==> src/rtl/lspc_vram_cpu_sched_pkg.sv <==
// Shared types and helpers for the LSPC CPU-side VRAM scheduler:
// the scheduler state encoding, VRAM address geometry and the auto-increment rule.
package lspc_pkg;

    localparam int VRAM_AW        = 16;
    localparam int VRAM_UPPER_BIT = 15;

    typedef enum logic [1:0] {
        IDLE  = 2'd0,
        WRITE = 2'd1,
        READ  = 2'd2
    } sched_state_e;

    // The bank-select bit never moves; only the low field steps by the modulo and wraps.
    function automatic logic [VRAM_AW-1:0] vram_addr_incr(
        input logic [VRAM_AW-1:0] addr,
        input logic [VRAM_AW-1:0] modulo
    );
        return {addr[VRAM_UPPER_BIT],
                addr[VRAM_UPPER_BIT-1:0] + modulo[VRAM_UPPER_BIT-1:0]};
    endfunction

endpackage

==> src/rtl/lspc_vram_cpu_sched_if.sv <==
// Bus bundle between the LSPC register decode / timing generator / VRAM port mux
// and the CPU VRAM scheduler.
interface lspc_vram_cpu_sched_if;
    import lspc_pkg::*;

    logic               ADDR_WR;
    logic               MOD_WR;
    logic               DATA_WR;
    logic [VRAM_AW-1:0] CPU_DATA;
    logic               SLOT_GRANT;
    logic [15:0]        VRAM_RDATA;

    logic [VRAM_AW-1:0] VRAM_ADDR;
    logic [15:0]        VRAM_WDATA;
    logic               VRAM_nWE;
    logic               VRAM_OWN;
    logic [VRAM_AW-1:0] REG_VRAMADDR;
    logic [VRAM_AW-1:0] REG_VRAMMOD;
    logic [15:0]        RD_LATCH;
    logic               nWRITE_PEND;
    logic               WRITE_DONE;
    logic               BUSY;

    modport master (
        output ADDR_WR, MOD_WR, DATA_WR, CPU_DATA, SLOT_GRANT, VRAM_RDATA,
        input  VRAM_ADDR, VRAM_WDATA, VRAM_nWE, VRAM_OWN, REG_VRAMADDR,
               REG_VRAMMOD, RD_LATCH, nWRITE_PEND, WRITE_DONE, BUSY
    );

    modport slave (
        input  ADDR_WR, MOD_WR, DATA_WR, CPU_DATA, SLOT_GRANT, VRAM_RDATA,
        output VRAM_ADDR, VRAM_WDATA, VRAM_nWE, VRAM_OWN, REG_VRAMADDR,
               REG_VRAMMOD, RD_LATCH, nWRITE_PEND, WRITE_DONE, BUSY
    );

endinterface

==> src/rtl/lspc_vram_addr_gen.sv <==
// VRAM address and modulo registers. A CPU address load always beats the
// post-write auto-increment when both happen in the same cycle.
module lspc_vram_addr_gen
    import lspc_pkg::*;
(
    input  logic               clk,
    input  logic               rst_n,
    input  logic               addr_ld,
    input  logic               mod_ld,
    input  logic [VRAM_AW-1:0] ld_data,
    input  logic               addr_incr,
    output logic [VRAM_AW-1:0] addr_o,
    output logic [VRAM_AW-1:0] mod_o
);

    logic [VRAM_AW-1:0] addr_q, addr_d;
    logic [VRAM_AW-1:0] mod_q,  mod_d;

    // NOTE: every always_comb output gets its hold value first so no path can infer a latch.
    always_comb begin
        addr_d = addr_q;
        mod_d  = mod_q;
        if (addr_ld) begin
            addr_d = ld_data;
        end else if (addr_incr) begin
            addr_d = vram_addr_incr(addr_q, mod_q);
        end
        if (mod_ld) begin
            mod_d = ld_data;
        end
    end

    // NOTE: state registers use non-blocking assignments so every flop samples pre-edge values.
    always_ff @(posedge clk or negedge rst_n) begin
        if (!rst_n) begin
            addr_q <= '0;
            mod_q  <= '0;
        end else begin
            addr_q <= addr_d;
            mod_q  <= mod_d;
        end
    end

    assign addr_o = addr_q;
    assign mod_o  = mod_q;

endmodule

==> src/rtl/lspc_vram_cpu_sched.sv <==
// CPU-side VRAM scheduler: holds pending REG_VRAMRW writes and read-latch refreshes
// and plays them onto the VRAM port only inside slots granted by the timing generator.
module lspc_vram_cpu_sched
    import lspc_pkg::*;
#(
    parameter int SLOT_CYCLES = 4,
    parameter int READ_LAT    = 2
)(
    input  logic                  CLK,
    input  logic                  nRESET,
    lspc_vram_cpu_sched_if.slave  bus
);

    localparam int               CW       = (SLOT_CYCLES > 2) ? $clog2(SLOT_CYCLES) : 1;
    localparam logic [CW-1:0]    LAST_CYC = CW'(SLOT_CYCLES - 1);
    localparam logic [CW-1:0]    RD_CYC   = CW'(READ_LAT);

    sched_state_e       state_q, state_d;
    logic [CW-1:0]      cnt_q, cnt_d;
    logic [15:0]        wdata_q, wdata_d;
    logic [15:0]        vram_wdata_q, vram_wdata_d;
    logic [VRAM_AW-1:0] slot_addr_q, slot_addr_d;
    logic [15:0]        rd_latch_q, rd_latch_d;
    logic               wr_pend_q, wr_pend_d;
    logic               rd_pend_q, rd_pend_d;
    logic               wr_again_q, wr_again_d;
    logic               addr_reld_q, addr_reld_d;

    logic               addr_incr;
    logic               slot_last;
    logic [VRAM_AW-1:0] reg_addr;
    logic [VRAM_AW-1:0] reg_mod;

    lspc_vram_addr_gen u_addr_gen (
        .clk       (CLK),
        .rst_n     (nRESET),
        .addr_ld   (bus.ADDR_WR),
        .mod_ld    (bus.MOD_WR),
        .ld_data   (bus.CPU_DATA),
        .addr_incr (addr_incr),
        .addr_o    (reg_addr),
        .mod_o     (reg_mod)
    );

    assign slot_last = (cnt_q == LAST_CYC);

    always_comb begin
        state_d      = state_q;
        cnt_d        = cnt_q;
        wdata_d      = wdata_q;
        vram_wdata_d = vram_wdata_q;
        slot_addr_d  = slot_addr_q;
        rd_latch_d   = rd_latch_q;
        wr_pend_d    = wr_pend_q;
        rd_pend_d    = rd_pend_q;
        wr_again_d   = wr_again_q;
        addr_reld_d  = addr_reld_q;
        addr_incr    = 1'b0;

        if (bus.DATA_WR) wdata_d   = bus.CPU_DATA;
        if (bus.ADDR_WR) rd_pend_d = 1'b1;

        case (state_q)
            IDLE: begin
                // A new address cancels a write that has not reached the port yet.
                if (bus.ADDR_WR) wr_pend_d = 1'b0;
                if (bus.DATA_WR) wr_pend_d = 1'b1;
                if (bus.SLOT_GRANT && (wr_pend_d || rd_pend_d)) begin
                    cnt_d       = '0;
                    wr_again_d  = 1'b0;
                    addr_reld_d = 1'b0;
                    slot_addr_d = bus.ADDR_WR ? bus.CPU_DATA : reg_addr;
                    if (wr_pend_d) begin
                        state_d      = WRITE;
                        vram_wdata_d = wdata_d;
                    end else begin
                        state_d = READ;
                    end
                end
            end

            WRITE: begin
                cnt_d = cnt_q + 1'b1;
                if (bus.ADDR_WR) begin
                    addr_reld_d = 1'b1;
                    wr_again_d  = 1'b0;
                end
                if (bus.DATA_WR) wr_again_d = 1'b1;
                if (slot_last) begin
                    state_d   = IDLE;
                    cnt_d     = '0;
                    wr_pend_d = wr_again_d;
                    rd_pend_d = 1'b1;
                    // A mid-slot address load must not be stepped by this write's increment.
                    addr_incr = !addr_reld_q;
                end
            end

            READ: begin
                cnt_d = cnt_q + 1'b1;
                if (bus.ADDR_WR) begin
                    wr_pend_d   = 1'b0;
                    addr_reld_d = 1'b1;
                end
                if (bus.DATA_WR) wr_pend_d = 1'b1;
                if (cnt_q == RD_CYC) rd_latch_d = bus.VRAM_RDATA;
                if (slot_last) begin
                    state_d   = IDLE;
                    cnt_d     = '0;
                    rd_pend_d = addr_reld_d;
                end
            end

            default: state_d = IDLE;
        endcase
    end

    always_ff @(posedge CLK or negedge nRESET) begin
        if (!nRESET) begin
            state_q      <= IDLE;
            cnt_q        <= '0;
            wdata_q      <= '0;
            vram_wdata_q <= '0;
            slot_addr_q  <= '0;
            rd_latch_q   <= '0;
            wr_pend_q    <= 1'b0;
            rd_pend_q    <= 1'b0;
            wr_again_q   <= 1'b0;
            addr_reld_q  <= 1'b0;
        end else begin
            state_q      <= state_d;
            cnt_q        <= cnt_d;
            wdata_q      <= wdata_d;
            vram_wdata_q <= vram_wdata_d;
            slot_addr_q  <= slot_addr_d;
            rd_latch_q   <= rd_latch_d;
            wr_pend_q    <= wr_pend_d;
            rd_pend_q    <= rd_pend_d;
            wr_again_q   <= wr_again_d;
            addr_reld_q  <= addr_reld_d;
        end
    end

    // The strobe is kept off the first and last slot cycles to give address setup and hold.
    assign bus.VRAM_nWE     = !((state_q == WRITE) && (cnt_q != '0) && !slot_last);
    assign bus.VRAM_OWN     = (state_q != IDLE);
    assign bus.VRAM_ADDR    = (state_q != IDLE) ? slot_addr_q : '0;
    assign bus.VRAM_WDATA   = vram_wdata_q;
    assign bus.REG_VRAMADDR = reg_addr;
    assign bus.REG_VRAMMOD  = reg_mod;
    assign bus.RD_LATCH     = rd_latch_q;
    assign bus.nWRITE_PEND  = !wr_pend_q;
    assign bus.WRITE_DONE   = (state_q == WRITE) && slot_last;
    assign bus.BUSY         = (state_q != IDLE);

endmodule
==> src/flat_wrapper.sv <==
// flat-port wrapper written by rule: the top's interface ports become plain ports
module lspc_vram_cpu_sched_flat import lspc_pkg::*;
#(
    parameter int SLOT_CYCLES = 4,
    parameter int READ_LAT    = 2
)
  (CLK, nRESET, bus_ADDR_WR, bus_MOD_WR, bus_DATA_WR, bus_CPU_DATA, bus_SLOT_GRANT, bus_VRAM_RDATA, bus_VRAM_ADDR, bus_VRAM_WDATA, bus_VRAM_nWE, bus_VRAM_OWN, bus_REG_VRAMADDR, bus_REG_VRAMMOD, bus_RD_LATCH, bus_nWRITE_PEND, bus_WRITE_DONE, bus_BUSY);
  lspc_vram_cpu_sched_if bus_i ();
  input  logic CLK;
  input  logic nRESET;
  input wire logic [$bits(bus_i.ADDR_WR)-1:0] bus_ADDR_WR;
  input wire logic [$bits(bus_i.MOD_WR)-1:0] bus_MOD_WR;
  input wire logic [$bits(bus_i.DATA_WR)-1:0] bus_DATA_WR;
  input wire logic [$bits(bus_i.CPU_DATA)-1:0] bus_CPU_DATA;
  input wire logic [$bits(bus_i.SLOT_GRANT)-1:0] bus_SLOT_GRANT;
  input wire logic [$bits(bus_i.VRAM_RDATA)-1:0] bus_VRAM_RDATA;
  output wire logic [$bits(bus_i.VRAM_ADDR)-1:0] bus_VRAM_ADDR;
  output wire logic [$bits(bus_i.VRAM_WDATA)-1:0] bus_VRAM_WDATA;
  output wire logic [$bits(bus_i.VRAM_nWE)-1:0] bus_VRAM_nWE;
  output wire logic [$bits(bus_i.VRAM_OWN)-1:0] bus_VRAM_OWN;
  output wire logic [$bits(bus_i.REG_VRAMADDR)-1:0] bus_REG_VRAMADDR;
  output wire logic [$bits(bus_i.REG_VRAMMOD)-1:0] bus_REG_VRAMMOD;
  output wire logic [$bits(bus_i.RD_LATCH)-1:0] bus_RD_LATCH;
  output wire logic [$bits(bus_i.nWRITE_PEND)-1:0] bus_nWRITE_PEND;
  output wire logic [$bits(bus_i.WRITE_DONE)-1:0] bus_WRITE_DONE;
  output wire logic [$bits(bus_i.BUSY)-1:0] bus_BUSY;
  assign bus_i.ADDR_WR = bus_ADDR_WR;
  assign bus_i.MOD_WR = bus_MOD_WR;
  assign bus_i.DATA_WR = bus_DATA_WR;
  assign bus_i.CPU_DATA = bus_CPU_DATA;
  assign bus_i.SLOT_GRANT = bus_SLOT_GRANT;
  assign bus_i.VRAM_RDATA = bus_VRAM_RDATA;
  assign bus_VRAM_ADDR = bus_i.VRAM_ADDR;
  assign bus_VRAM_WDATA = bus_i.VRAM_WDATA;
  assign bus_VRAM_nWE = bus_i.VRAM_nWE;
  assign bus_VRAM_OWN = bus_i.VRAM_OWN;
  assign bus_REG_VRAMADDR = bus_i.REG_VRAMADDR;
  assign bus_REG_VRAMMOD = bus_i.REG_VRAMMOD;
  assign bus_RD_LATCH = bus_i.RD_LATCH;
  assign bus_nWRITE_PEND = bus_i.nWRITE_PEND;
  assign bus_WRITE_DONE = bus_i.WRITE_DONE;
  assign bus_BUSY = bus_i.BUSY;
  lspc_vram_cpu_sched #(.SLOT_CYCLES(SLOT_CYCLES), .READ_LAT(READ_LAT)) u_core (.CLK(CLK), .nRESET(nRESET), .bus(bus_i));
endmodule
==> config.mk <==
export PLATFORM = sky130hd
export DESIGN_NAME = lspc_vram_cpu_sched_flat
export DESIGN_NICKNAME = d
export VERILOG_FILES = /design/src/rtl/lspc_vram_cpu_sched_pkg.sv /design/src/rtl/lspc_vram_cpu_sched_if.sv /design/src/rtl/lspc_vram_addr_gen.sv /design/src/rtl/lspc_vram_cpu_sched.sv /design/src/flat_wrapper.sv
export SDC_FILE = /design/constraint.sdc
export NUM_CORES = 1
export LEC_CHECK = 0
export CAP_MARGIN = 15
export CORE_UTILIZATION = 30
export CTS_CLUSTER_DIAMETER = 50
export DETAILED_ROUTE_END_ITERATION = 7
export HOLD_SLACK_MARGIN = 0.02
export PLACE_DENSITY = 0.66
export SLEW_MARGIN = 20
export SYNTH_ARGS = -nofsm -noshare
export SYNTH_HDL_FRONTEND = slang
export SYNTH_HIERARCHICAL = 1
export SYNTH_SLANG_ARGS = --single-unit
==> constraint.sdc <==
create_clock -name CLK -period 2.2 [get_ports CLK]
set_input_delay 0.33 -clock CLK [delete_from_list [all_inputs] [get_ports CLK]]
set_output_delay 0.33 -clock CLK [all_outputs]
set_load 0.05 [all_outputs]
==> results.json <==
{
  "setup_slack_ns": -0.0298,
  "antenna_found_initial": 0,
  "fp.dieArea_um2": 18300,
  "postSynthCellCount": 436,
  "rsz0062_at_grt": "true",
  "synthToLayoutAreaGrowth_pct": 37.1,
  "dr.pass1.iters": 4,
  "portBuffers": 122,
  "drt_iter0_drc": 207,
  "wl_per_cell_um": 16.5,
  "cts_buffers": 9,
  "nets": 635,
  "yosys-top-cells-area": "dfrtp_1 (49%), mux2_2 (19%), ha_1 (4.9%), mux2_4 (2.5%), nor2b_1 (2.3%)",
  "synth_edf_count": 0,
  "overflow": 0,
  "routed-via-count": 3922,
  "fin_crit_sh": 1.01,
  "crit_type": "reg2reg",
  "yosys.area.top_type_share": 0.488,
  "grt_pass1_vias": 4138,
  "dp_cells": 783,
  "power_density_nw_per_um2": 1380,
  "cp_slowest_stage_delay_ns": 0.43,
  "relSlewSlack": 0.610,
  "cts_root_buffer": "clkbuf_16",
  "yosysUniqueCellTypes": 57,
  "end_kind": "register",
  "viasPerCell": 4.87,
  "grt_max_degree": 77,
  "finalHoldViolCount": 0,
  "cpMaxStageDelayCell": "dfrtp_2",
  "worstHoldPathType": "in2async",
  "cp-start-kind": "register",
  "dieHeight_um": 135,
  "clk_pin_slew_worst_paths_ns": 0.07,
  "routabilityCongestion": 0.875,
  "syn-num-nets": 496,
  "htree_levels": 3,
  "worst_path_most_repeated_cell": "buf_4",
  "final_area_um2": 7320,
  "io_pins": 123,
  "die_w_um": 135,
  "max_cap_violations": 0,
  "grt.total_usage": 0.152,
  "initial_core_util": 0.307,
  "cts_buffer_depth": 2,
  "worst_pin_slew_ns": 0.583,
  "dpl-instance-area_um2": 6900,
  "remaining_drc_errors": 0,
  "fmax_mhz": 448,
  "wl_um": 13300,
  "outcome": "finished, violations left",
  "crit_buf_inv": 2,
  "seq_area_frac_synth": 0.488,
  "yosysTopAreaCell": "dfrtp_1",
  "maxSlewViolCount": 0,
  "failed_checks": "negative setup slack",
  "final_cells": 805,
  "fp-row-count": 48,
  "clock_skew_ns": 0.00552,
  "holdWs_ns": 0.437,
  "worstPathCellList": "ha_4 -> fa_2 -> a21oi_2 -> buf_4 -> o211ai_1 -> a32oi_1 -> buf_4 -> o311ai_2 -> xnor2_1 -> o21ai_1",
  "ys_ff_latch": 104,
  "ir_drop_mv": 0.893,
  "drive_gt1_frac": 0.314,
  "ys.flop_type": "dfrtp_1",
  "clock_latency_ns": 0.36,
  "async_reset_ff_frac": 1.00,
  "yosysWarnings": 6,
  "synthesis.area_um2": 5340,
  "core-area_um2": 17400,
  "fin_crit_ns": 2.23,
  "num_antenna_cells": 0,
  "crit_fanout": 2,
  "clkSinkCount": 104,
  "grt_pass1_wl_um": 21300,
  "crit_arrival_ns": 2.47,
  "critPathTopFamily": "compound AO/OA/AOI/OAI gates",
  "finalSetupViolations": 1,
  "cts_tree": "done",
  "synth_common_cells": "dfrtp_1 (104), mux2_2 (88), nand2_1 (24)",
  "worstPathRequired_ns": 2.44,
  "synth_most_common_cell": "dfrtp_1",
  "dp_hpwl_um": 9920,
  "synth_area_per_cell_um2": 12.2,
  "ant_nets": 0,
  "leakage_nw": 3.05
}
-- path summary, 6_finish.rpt --
kind / from / endpoint / slack (ns) / cells after the start
setup / recovery: u_core/u_addr_gen/mod_o[0]$_DFFE_PN0P_ / u_core/u_addr_gen/addr_o[14]$_DFFE_PN0P_ / -0.03 / 10
setup reg to reg: u_core/u_addr_gen/mod_o[0]$_DFFE_PN0P_ / u_core/u_addr_gen/addr_o[14]$_DFFE_PN0P_ / -0.03 / 10
hold reg to reg: u_core/wdata_q[4]$_DFF_PN0_ / u_core/wdata_q[4]$_DFF_PN0_ / 0.50 / 1
hold / removal: nRESET / u_core/bus.VRAM_WDATA[12]$_DFFE_PN0P_ / 0.44 / 2
max in group asynchronous: nRESET / u_core/bus.VRAM_WDATA[4]$_DFFE_PN0P_ / 1.02 / 3
min in group CLK: u_core/wdata_q[4]$_DFF_PN0_ / u_core/wdata_q[4]$_DFF_PN0_ / 0.50 / 1
-- registers in the layout, summed over array words and instances, names as in the netlist, 2 cells and up --
register,count
u_core/bus.VRAM_WDATA,16
u_core/slot_addr_q,16
u_core/cnt_q,2
u_core/u_addr_gen/mod_o,16
u_core/u_addr_gen/addr_o,16
u_core/state_q,2
u_core/wdata_q,16
u_core/bus.RD_LATCH,16
-- area by class of cell --
| type | count | area, µm² |
|---|---|---|
| Inverter | 14 | 52.6 |
| Clock buffer | 10 | 239 |
| Sequential cell | 104 | 2610 |
| Timing Repair Buffer | 149 | 1440 |
| Tap cell | 225 | 282 |
| Clock inverter | 6 | 114 |
| Multi-Input combinational cell | 297 | 2590 |
| Fill cell | 1607 | 10000 |
-- layer usage --
layer  global-route usage  vias up  wire [µm]
met1                0.180     1954       5610
met2                0.259      114       6700
met4               0.0718        0        267
li1                     -     1836          -
met3               0.0352       18        733
met5                    0        -          0
-- cells by family (layout without fill, tap and decap cells) --
| family | after synthesis | count (layout) | share of synthesized area |
|---|---|---|---|
| DFF | 104 | 104 | 0.488 |
| muxes | 107 | 107 | 0.230 |
| AOI/OAI and AO/OA | 77 | 77 | 0.0966 |
| buffers and inverters | 35 | 179 | 0.0338 |
| and+or+nand+nor | 80 | 80 | 0.0811 |
| adders and majority gates | 22 | 22 | 0.0530 |
| xor gates and xnor gates | 11 | 11 | 0.0181 |
-- power by group --
part | switching, mW | internal [mW] | total (mW)
Sequential | 0.388 | 2.52 | 2.91
Clock | 0.744 | 1.15 | 1.89
Combinational | 3.26 | 2.04 | 5.30
Total | 4.40 | 5.71 | 10.1
-- through the flow --
step	util	setup slack (ns)	TNS, ns	power, mW
floorplan	-	-0.00215	-0.00215	6.52
global placement	0.397	0.0323	0	8.08
detailed placement	0.397	-0.0181	-0.0181	8.21
CTS	0.419	-0.0274	-0.0526	10.2
global route	0.422	-0.104	-0.166	10.6
finish	0.422	-0.0298	-0.0298	10.1
-- cell usage in the layout (no fill, tap or decap), types with 3 or more instances in the layout --
| cell type | n |
|---|---|
| mux2_4 | 9 |
| a21oi_1 | 15 |
| nand2_1 | 24 |
| nor3_1 | 3 |
| dfrtp_1 | 101 |
| o21ai_0 | 18 |
| nand3_1 | 4 |
| nand2b_1 | 5 |
| dfrtp_2 | 3 |
| o211ai_1 | 3 |
| a22oi_1 | 3 |
| clkdlybuf4s50_1 | 100 |
| inv_1 | 14 |
| nor3_2 | 3 |
| buf_4 | 41 |
| nor2_1 | 12 |
| buf_12 | 5 |
| clkbuf_16 | 9 |
| ha_1 | 19 |
| mux2_2 | 88 |
| nor2b_1 | 19 |
| o21ai_1 | 8 |
| bufinv_16 | 3 |
| xnor2_1 | 10 |
| mux2i_1 | 10 |
| a21o_1 | 3 |
| a31oi_1 | 4 |
-- repair_timing --
action	4_1_cts	5_1_grt
buffers inserted	2	3
resized for setup	1	4
pin swaps	4	2
hold buffers	1	0
setup endpoints to repair	1	15
endpoints found under the hold margin	28	0
(Power assumes the default switching activity.)
